===== config.mk =====
export PLATFORM = sky130hd
export DESIGN_NAME = inccomp_multi_flat
export DESIGN_NICKNAME = d
export VERILOG_FILES = /design/src/rtl/inccomp_pkg.sv /design/src/rtl/inccomp_multi_if.sv /design/src/rtl/inccomp_ch.sv /design/src/rtl/inccomp_multi.sv /design/src/flat_wrapper.sv
export SDC_FILE = /design/constraint.sdc
export NUM_CORES = 1
export LEC_CHECK = 0
export ABC_CLOCK_PERIOD_IN_PS = 3500
export CAP_MARGIN = 5
export CORE_ASPECT_RATIO = 0.7
export CORE_MARGIN = 10
export CORE_UTILIZATION = 58
export DETAILED_ROUTE_END_ITERATION = 6
export GPL_TIMING_DRIVEN = 0
export PLACE_DENSITY = 0.81
export REMOVE_ABC_BUFFERS = 1
export SLEW_MARGIN = 20
export SYNTH_ARGS = -nofsm -noshare
export SYNTH_HDL_FRONTEND = slang
export SYNTH_SLANG_ARGS = --single-unit

===== constraint.sdc =====
create_clock -name ck -period 3.5 [get_ports ck]
set_input_delay 0.875 -clock ck [delete_from_list [all_inputs] [get_ports ck]]
set_output_delay 0.875 -clock ck [all_outputs]
set_load 0.1 [all_outputs]

===== src/rtl/inccomp_pkg.sv =====
// inccomp_pkg: shared lead-state enum, select-width helper and reset constants.
package inccomp_pkg;
  typedef enum logic [1:0] {TIE = 2'd0, LEAD_A = 2'd1, LEAD_B = 2'd2} lead_t;
  localparam logic RST_EQ = 1'b1;
  localparam lead_t RST_LEAD = TIE;
  function automatic int sel_w(input int n);
    return (n > 2) ? $clog2(n) : 1;
  endfunction
endpackage


===== src/rtl/inccomp_multi_if.sv =====
// inccomp_multi_if: strobe/select inputs and compare/status outputs of inccomp_multi.
interface inccomp_multi_if import inccomp_pkg::*; #(parameter int W = 8, parameter int NCH = 2);
  localparam int SW = sel_w(NCH);
  logic clr;
  logic [NCH-1:0] inc;
  logic [SW-1:0] sel_a;
  logic [SW-1:0] sel_b;
  logic [W-1:0] C;
  logic a_gt_b;
  logic a_lt_b;
  logic a_eq_b;
  logic lead_chg;
  logic [NCH-1:0] ovf;
  modport master (output clr, inc, sel_a, sel_b, input C, a_gt_b, a_lt_b, a_eq_b, lead_chg, ovf);
  modport slave (input clr, inc, sel_a, sel_b, output C, a_gt_b, a_lt_b, a_eq_b, lead_chg, ovf);
endinterface


===== src/rtl/inccomp_ch.sv =====
// inccomp_ch: one event counter with sticky ovf; INCCOMP_SAT_EN selects saturate instead of wrap.
module inccomp_ch #(
  parameter int W = 8,
  parameter int STEP = 1
) (
  input  logic ck,
  input  logic rst,
  input  logic clr,
  input  logic inc,
  output logic [W-1:0] cnt,
  output logic ovf
);
  logic [W-1:0] cnt_q, cnt_d;
  logic ovf_q, ovf_d;
  logic [W:0] sum;
  always_comb begin
    sum = {1'b0, cnt_q} + (W+1)'(STEP);
`ifdef INCCOMP_SAT_EN
    cnt_d = clr ? '0 : !inc ? cnt_q : sum[W] ? '1 : sum[W-1:0];
`else
    cnt_d = clr ? '0 : inc ? sum[W-1:0] : cnt_q;
`endif
    ovf_d = !clr && (ovf_q || (inc && sum[W]));
  end
  always_ff @(posedge ck or negedge rst) begin
    if (!rst) begin
      cnt_q <= '0;
      ovf_q <= 1'b0;
    end else begin
      cnt_q <= cnt_d;
      ovf_q <= ovf_d;
    end
  end
  assign cnt = cnt_q;
  assign ovf = ovf_q;
endmodule


===== src/rtl/inccomp_multi.sv =====
// inccomp_multi: NCH event counters, two selected channels compared with registered |A-B|, flags and lead FSM.
// Build with INCCOMP_SAT_EN defined for saturating counters.
module inccomp_multi import inccomp_pkg::*; #(
  parameter int W = 8,
  parameter int NCH = 2,
  parameter int STEP = 1
) (
  input  logic ck,
  input  logic rst,
  inccomp_multi_if.slave bus
);
  localparam int SW = sel_w(NCH);
  logic [W-1:0] cnt [NCH];
  logic [NCH-1:0] ovf;
  logic [SW-1:0] sa, sb, sa_q, sb_q;
  logic [W-1:0] a, b, c_q, c_d;
  logic [W:0] diff;
  logic gt_q, lt_q, eq_q, gt_d, lt_d, eq_d, lc_q, lc_d, hold;
  lead_t state_q, state_d, mem_q, mem_d, nxt, ldr;
  for (genvar i = 0; i < NCH; i++) begin : g_ch
    inccomp_ch #(.W(W), .STEP(STEP)) u_ch (
      .ck(ck), .rst(rst), .clr(bus.clr), .inc(bus.inc[i]), .cnt(cnt[i]), .ovf(ovf[i])
    );
  end
  always_comb begin
    sa = (32'(bus.sel_a) < NCH) ? bus.sel_a : '0;
    sb = (32'(bus.sel_b) < NCH) ? bus.sel_b : '0;
    a = cnt[sa];
    b = cnt[sb];
    diff = {1'b0, a} - {1'b0, b};
    lt_d = !bus.clr && diff[W];
    eq_d = bus.clr || diff == '0;
    gt_d = !lt_d && !eq_d;
    c_d = bus.clr ? '0 : diff[W] ? b - a : a - b;
    // Leader survives a TIE in mem_q; any select change or equal selects wipe it.
    hold = bus.clr || sa != sa_q || sb != sb_q || sa == sb;
    nxt = gt_q ? LEAD_A : lt_q ? LEAD_B : TIE;
    ldr = (state_q != TIE) ? state_q : mem_q;
    state_d = hold ? TIE : nxt;
    mem_d = hold ? TIE : (nxt != TIE) ? nxt : ldr;
    lc_d = !hold && nxt != TIE && ldr != TIE && nxt != ldr;
  end
  always_ff @(posedge ck or negedge rst) begin
    if (!rst) begin
      c_q <= '0;
      gt_q <= 1'b0;
      lt_q <= 1'b0;
      eq_q <= RST_EQ;
      lc_q <= 1'b0;
      state_q <= RST_LEAD;
      mem_q <= RST_LEAD;
      sa_q <= '0;
      sb_q <= '0;
    end else begin
      c_q <= c_d;
      gt_q <= gt_d;
      lt_q <= lt_d;
      eq_q <= eq_d;
      lc_q <= lc_d;
      state_q <= state_d;
      mem_q <= mem_d;
      sa_q <= sa;
      sb_q <= sb;
    end
  end
  assign bus.C = c_q;
  assign bus.a_gt_b = gt_q;
  assign bus.a_lt_b = lt_q;
  assign bus.a_eq_b = eq_q;
  assign bus.lead_chg = lc_q;
  assign bus.ovf = ovf;
endmodule


===== src/flat_wrapper.sv =====
// flat-port wrapper written by rule: the top's interface ports become plain ports
module inccomp_multi_flat import inccomp_pkg::*;
#(
  parameter int W = 8,
  parameter int NCH = 2,
  parameter int STEP = 1
)
  (ck, rst, bus_clr, bus_inc, bus_sel_a, bus_sel_b, bus_C, bus_a_gt_b, bus_a_lt_b, bus_a_eq_b, bus_lead_chg, bus_ovf);
  inccomp_multi_if #(.W(W), .NCH(NCH)) bus_i ();
  input  logic ck;
  input  logic rst;
  input wire logic [$bits(bus_i.clr)-1:0] bus_clr;
  input wire logic [$bits(bus_i.inc)-1:0] bus_inc;
  input wire logic [$bits(bus_i.sel_a)-1:0] bus_sel_a;
  input wire logic [$bits(bus_i.sel_b)-1:0] bus_sel_b;
  output wire logic [$bits(bus_i.C)-1:0] bus_C;
  output wire logic [$bits(bus_i.a_gt_b)-1:0] bus_a_gt_b;
  output wire logic [$bits(bus_i.a_lt_b)-1:0] bus_a_lt_b;
  output wire logic [$bits(bus_i.a_eq_b)-1:0] bus_a_eq_b;
  output wire logic [$bits(bus_i.lead_chg)-1:0] bus_lead_chg;
  output wire logic [$bits(bus_i.ovf)-1:0] bus_ovf;
  assign bus_i.clr = bus_clr;
  assign bus_i.inc = bus_inc;
  assign bus_i.sel_a = bus_sel_a;
  assign bus_i.sel_b = bus_sel_b;
  assign bus_C = bus_i.C;
  assign bus_a_gt_b = bus_i.a_gt_b;
  assign bus_a_lt_b = bus_i.a_lt_b;
  assign bus_a_eq_b = bus_i.a_eq_b;
  assign bus_lead_chg = bus_i.lead_chg;
  assign bus_ovf = bus_i.ovf;
  inccomp_multi #(.W(W), .NCH(NCH), .STEP(STEP)) u_core (.ck(ck), .rst(rst), .bus(bus_i));
endmodule

==> flow_summary_export.csv <==
group,metric,value,unit
place,post-dp-hpwl,3.49,mm
global_routing,grt_overflow,0,
global_routing,antenna_found_initial,0,
drt,wl_per_cell,14.2,um
synthesis,ys_seq_elements,36,
clocking,clkSinkCount,36,
clocking,cts_made_buffers,5,
pwr,p_leak,1.33,nW
run,maxCapViolCount,0,
global_routing,first_global_vias,1748,
clocking,cts_setup_buffers,0,
drt,dr.first_iter.drc_count,39,
clocking,cts_root_buffer,"clkbuf_8",
worst_setup_path,required,3690,ps
min_path,holdPathStages,1,
synthesis,syn_area,0.00234,mm^2
sta,maxSlewViolCount,0,
worst_setup_path,worstRegToRegCells,10,
synthesis,async_flop_share,100,%
drt,firstDrtPassIters,4,
worst_setup_path,crit_arrival,3460,ps
final_layout,nets,290,
floorplanning,fp-row-count,19,
global_routing,grt_use_met2,23.0,%
global_routing,met3_usage,4.01,%
sta,setup_viol,0,
floorplanning,start_util,59.9,%
worst_setup_path,cp_max_fo,11,
place,place.gp.congestion,0.875,
worst_setup_path,r2r-start,"u_core.g_ch[0].u_ch.cnt[0]",
global_routing,grt_use_total,14.1,%
worst_setup_path,cp-startpoint,"bus_sel_a",
worst_setup_path,reg2reg_slack,630,ps
global_routing,grt_max_degree,30,
worst_setup_path,r2r-end,"u_core.bus.a_gt_b",
min_path,worst_hold_path_type,"flip-flop to flip-flop",
sta,worst_pin_slew,1020,ps
final_layout,final_layout_size_suffix_gt1_share,8.33,%
worst_setup_path,critPathCaptureType,"flip-flop",
floorplanning,core,0.00390,mm^2
sta,fin_ws,230,ps
final_layout,final_area,0.00270,mm^2
min_path,min-delay-start,"u_core.g_ch[1].u_ch.ovf",
worst_setup_path,path_class,"input port to flip-flop",
clocking,cts_resized,8,
place,io_buffers,20,
global_routing,grtUsageMet1,17.3,%
synthesis,synth-edff-count,0,
sta,grt_setup_unrepaired,"false",
sta,slew_headroom,31.7,%
drt,final_antenna_net_count,0,
place,place_ws,-777,ps
drt,viasPerCell,5.51,
sta,hold_violations,0,
synthesis,seq_area_frac_synth,38.6,%
synthesis,avgSynthCellArea,9.46,um^2
floorplanning,die_y,73.1,um
clocking,cts_tree,"built",
final_layout,syn2layout_area_growth,15.5,%
global_routing,grt-busiest-layer,"met2",
floorplanning,die_w,95.9,um
synthesis,ys_warn_count,0,
synthesis,synthCells,247,
sta,fin_hold_ws,512,ps
final_layout,final_common_cell,"dfrtp_1",
global_routing,grt_pass1_wl,7.88,mm
pwr,vdd_drop_max,325,uV
floorplanning,io_pins,21,
final_layout,antennaDiodeCount,0,
drt,vias,1742,
pwr,powerDensity,486,mW/mm^2
drt,drc_errors,0,
place,dpl-instance-area,0.00256,mm^2
clocking,htree_levels,2,
run_status,status,"finished clean",
clocking,ctsHoldBuffers,0,
clocking,clkLatencyLatePin,290,ps
drt,drt_wl_total,4.50,mm
synthesis,ys_types,44,
sta,skew,5.87,ps
clocking,clockBufferDepth,2,
worst_setup_path,cp-start-kind,"input port",
floorplanning,die_area,0.00701,mm^2
final_layout,layout_common_cells,"dfrtp_1, nor2_1, inv_1",
sta,fmax,306,MHz
sta,period_needed,3270,ps
clocking,clk_pin_slew,70,ps
synthesis,ys.flop_type,"dfrtp_1",
min_path,hold_path_end,"u_core.g_ch[1].u_ch.ovf",
sta,post-route-period-util,93.4,%
## worst max path at each step
| stage | to | slack, ps |
|---|---|---|
| floorplan | u_core.bus.a_gt_b | 490 |
| global placement | u_core.bus.C[7] | -720 |
| detailed placement | u_core.bus.C[7] | -780 |
| finish | u_core.bus.a_gt_b | 230 |
| CTS | u_core.bus.a_gt_b | 40 |
| global route | u_core.bus.a_gt_b | 60 |
## state kept, by name (all words and copies together), names as in the netlist, 2 cells and up
register / flops
u_core.state_q: 2
u_core.mem_q: 2
u_core.g_ch.u_ch.cnt: 16
u_core.g_ch.u_ch.ovf: 2
u_core.bus.C: 8
## routing by layer
metal,vias to the layer above,wire (um),share of wire (%)
met3,10,227,5.0
met2,24,2030,45
met1,838,2160,48
met5,-,0,0
met4,0,75,1.7
li1,870,-,-
## cell usage after synthesis (3+ instances only)
library cell	number	share of area (%)
ha_1	18	9.6
xor2_1	12	4.5
a21oi_1	14	3.0
nand4_1	6	1.6
a21o_1	3	0.96
or3_1	5	1.3
mux2i_1	20	8.6
dfrtp_1	35	37
clkbuf_1	7	1.1
nand2_1	13	2.1
xnor2_1	8	3.0
inv_1	23	3.7
o21ai_0	8	1.7
nor2_1	32	5.1
a31oi_1	3	0.80
## cells by family after synthesis
| group | after synthesis | share of synthesized area [%] |
|---|---|---|
| and+or+nand+nor | 72 | 14.9 |
| AOI/OAI and AO/OA | 43 | 12.2 |
| DFF | 36 | 38.6 |
| buffers and inverters | 35 | 6.37 |
| muxes | 21 | 9.05 |
| xor gates and xnor gates | 20 | 7.49 |
| adders and majority gates | 20 | 11.3 |
## per-stage QoR
step	utilization, %	TNS (ps)	total power, mW	cells
6_report	69.3	0	1.31	316
5_1_grt	69.3	0	1.37	316
4_1_cts	69.4	0	1.32	316
3_5_place_dp	65.7	-6900	0.914	308
3_3_place_gp	65.1	-6160	0.901	307
2_1_floorplan	-	0	0.799	235
## critical path, cell delays in order
cell and delay (ps):
clkbuf_4 220, mux2i_2 290, ha_1 190, inv_1 50, fa_1 440, a21o_1 230, a221oi_4 370, xor2_1 240
nand4_1 150, a211o_1 270, and2_1 140
## final cells by class
type,instances,area [um^2]
timing repair buffer,21,215
multi-input combinational,176,1310
inverter,23,86.3
fill,314,1200
sequential,36,902
clock inverter,1,30.0
clock buffer,7,96.3
tap,52,65.1
## report_power, final
part	internal, mW	switching (mW)	total (mW)
Combinational	0.143	0.303	0.446
Sequential	0.445	0.0188	0.464
Clock	0.251	0.150	0.401
Note: power is estimated with default switching activity, not from simulation.
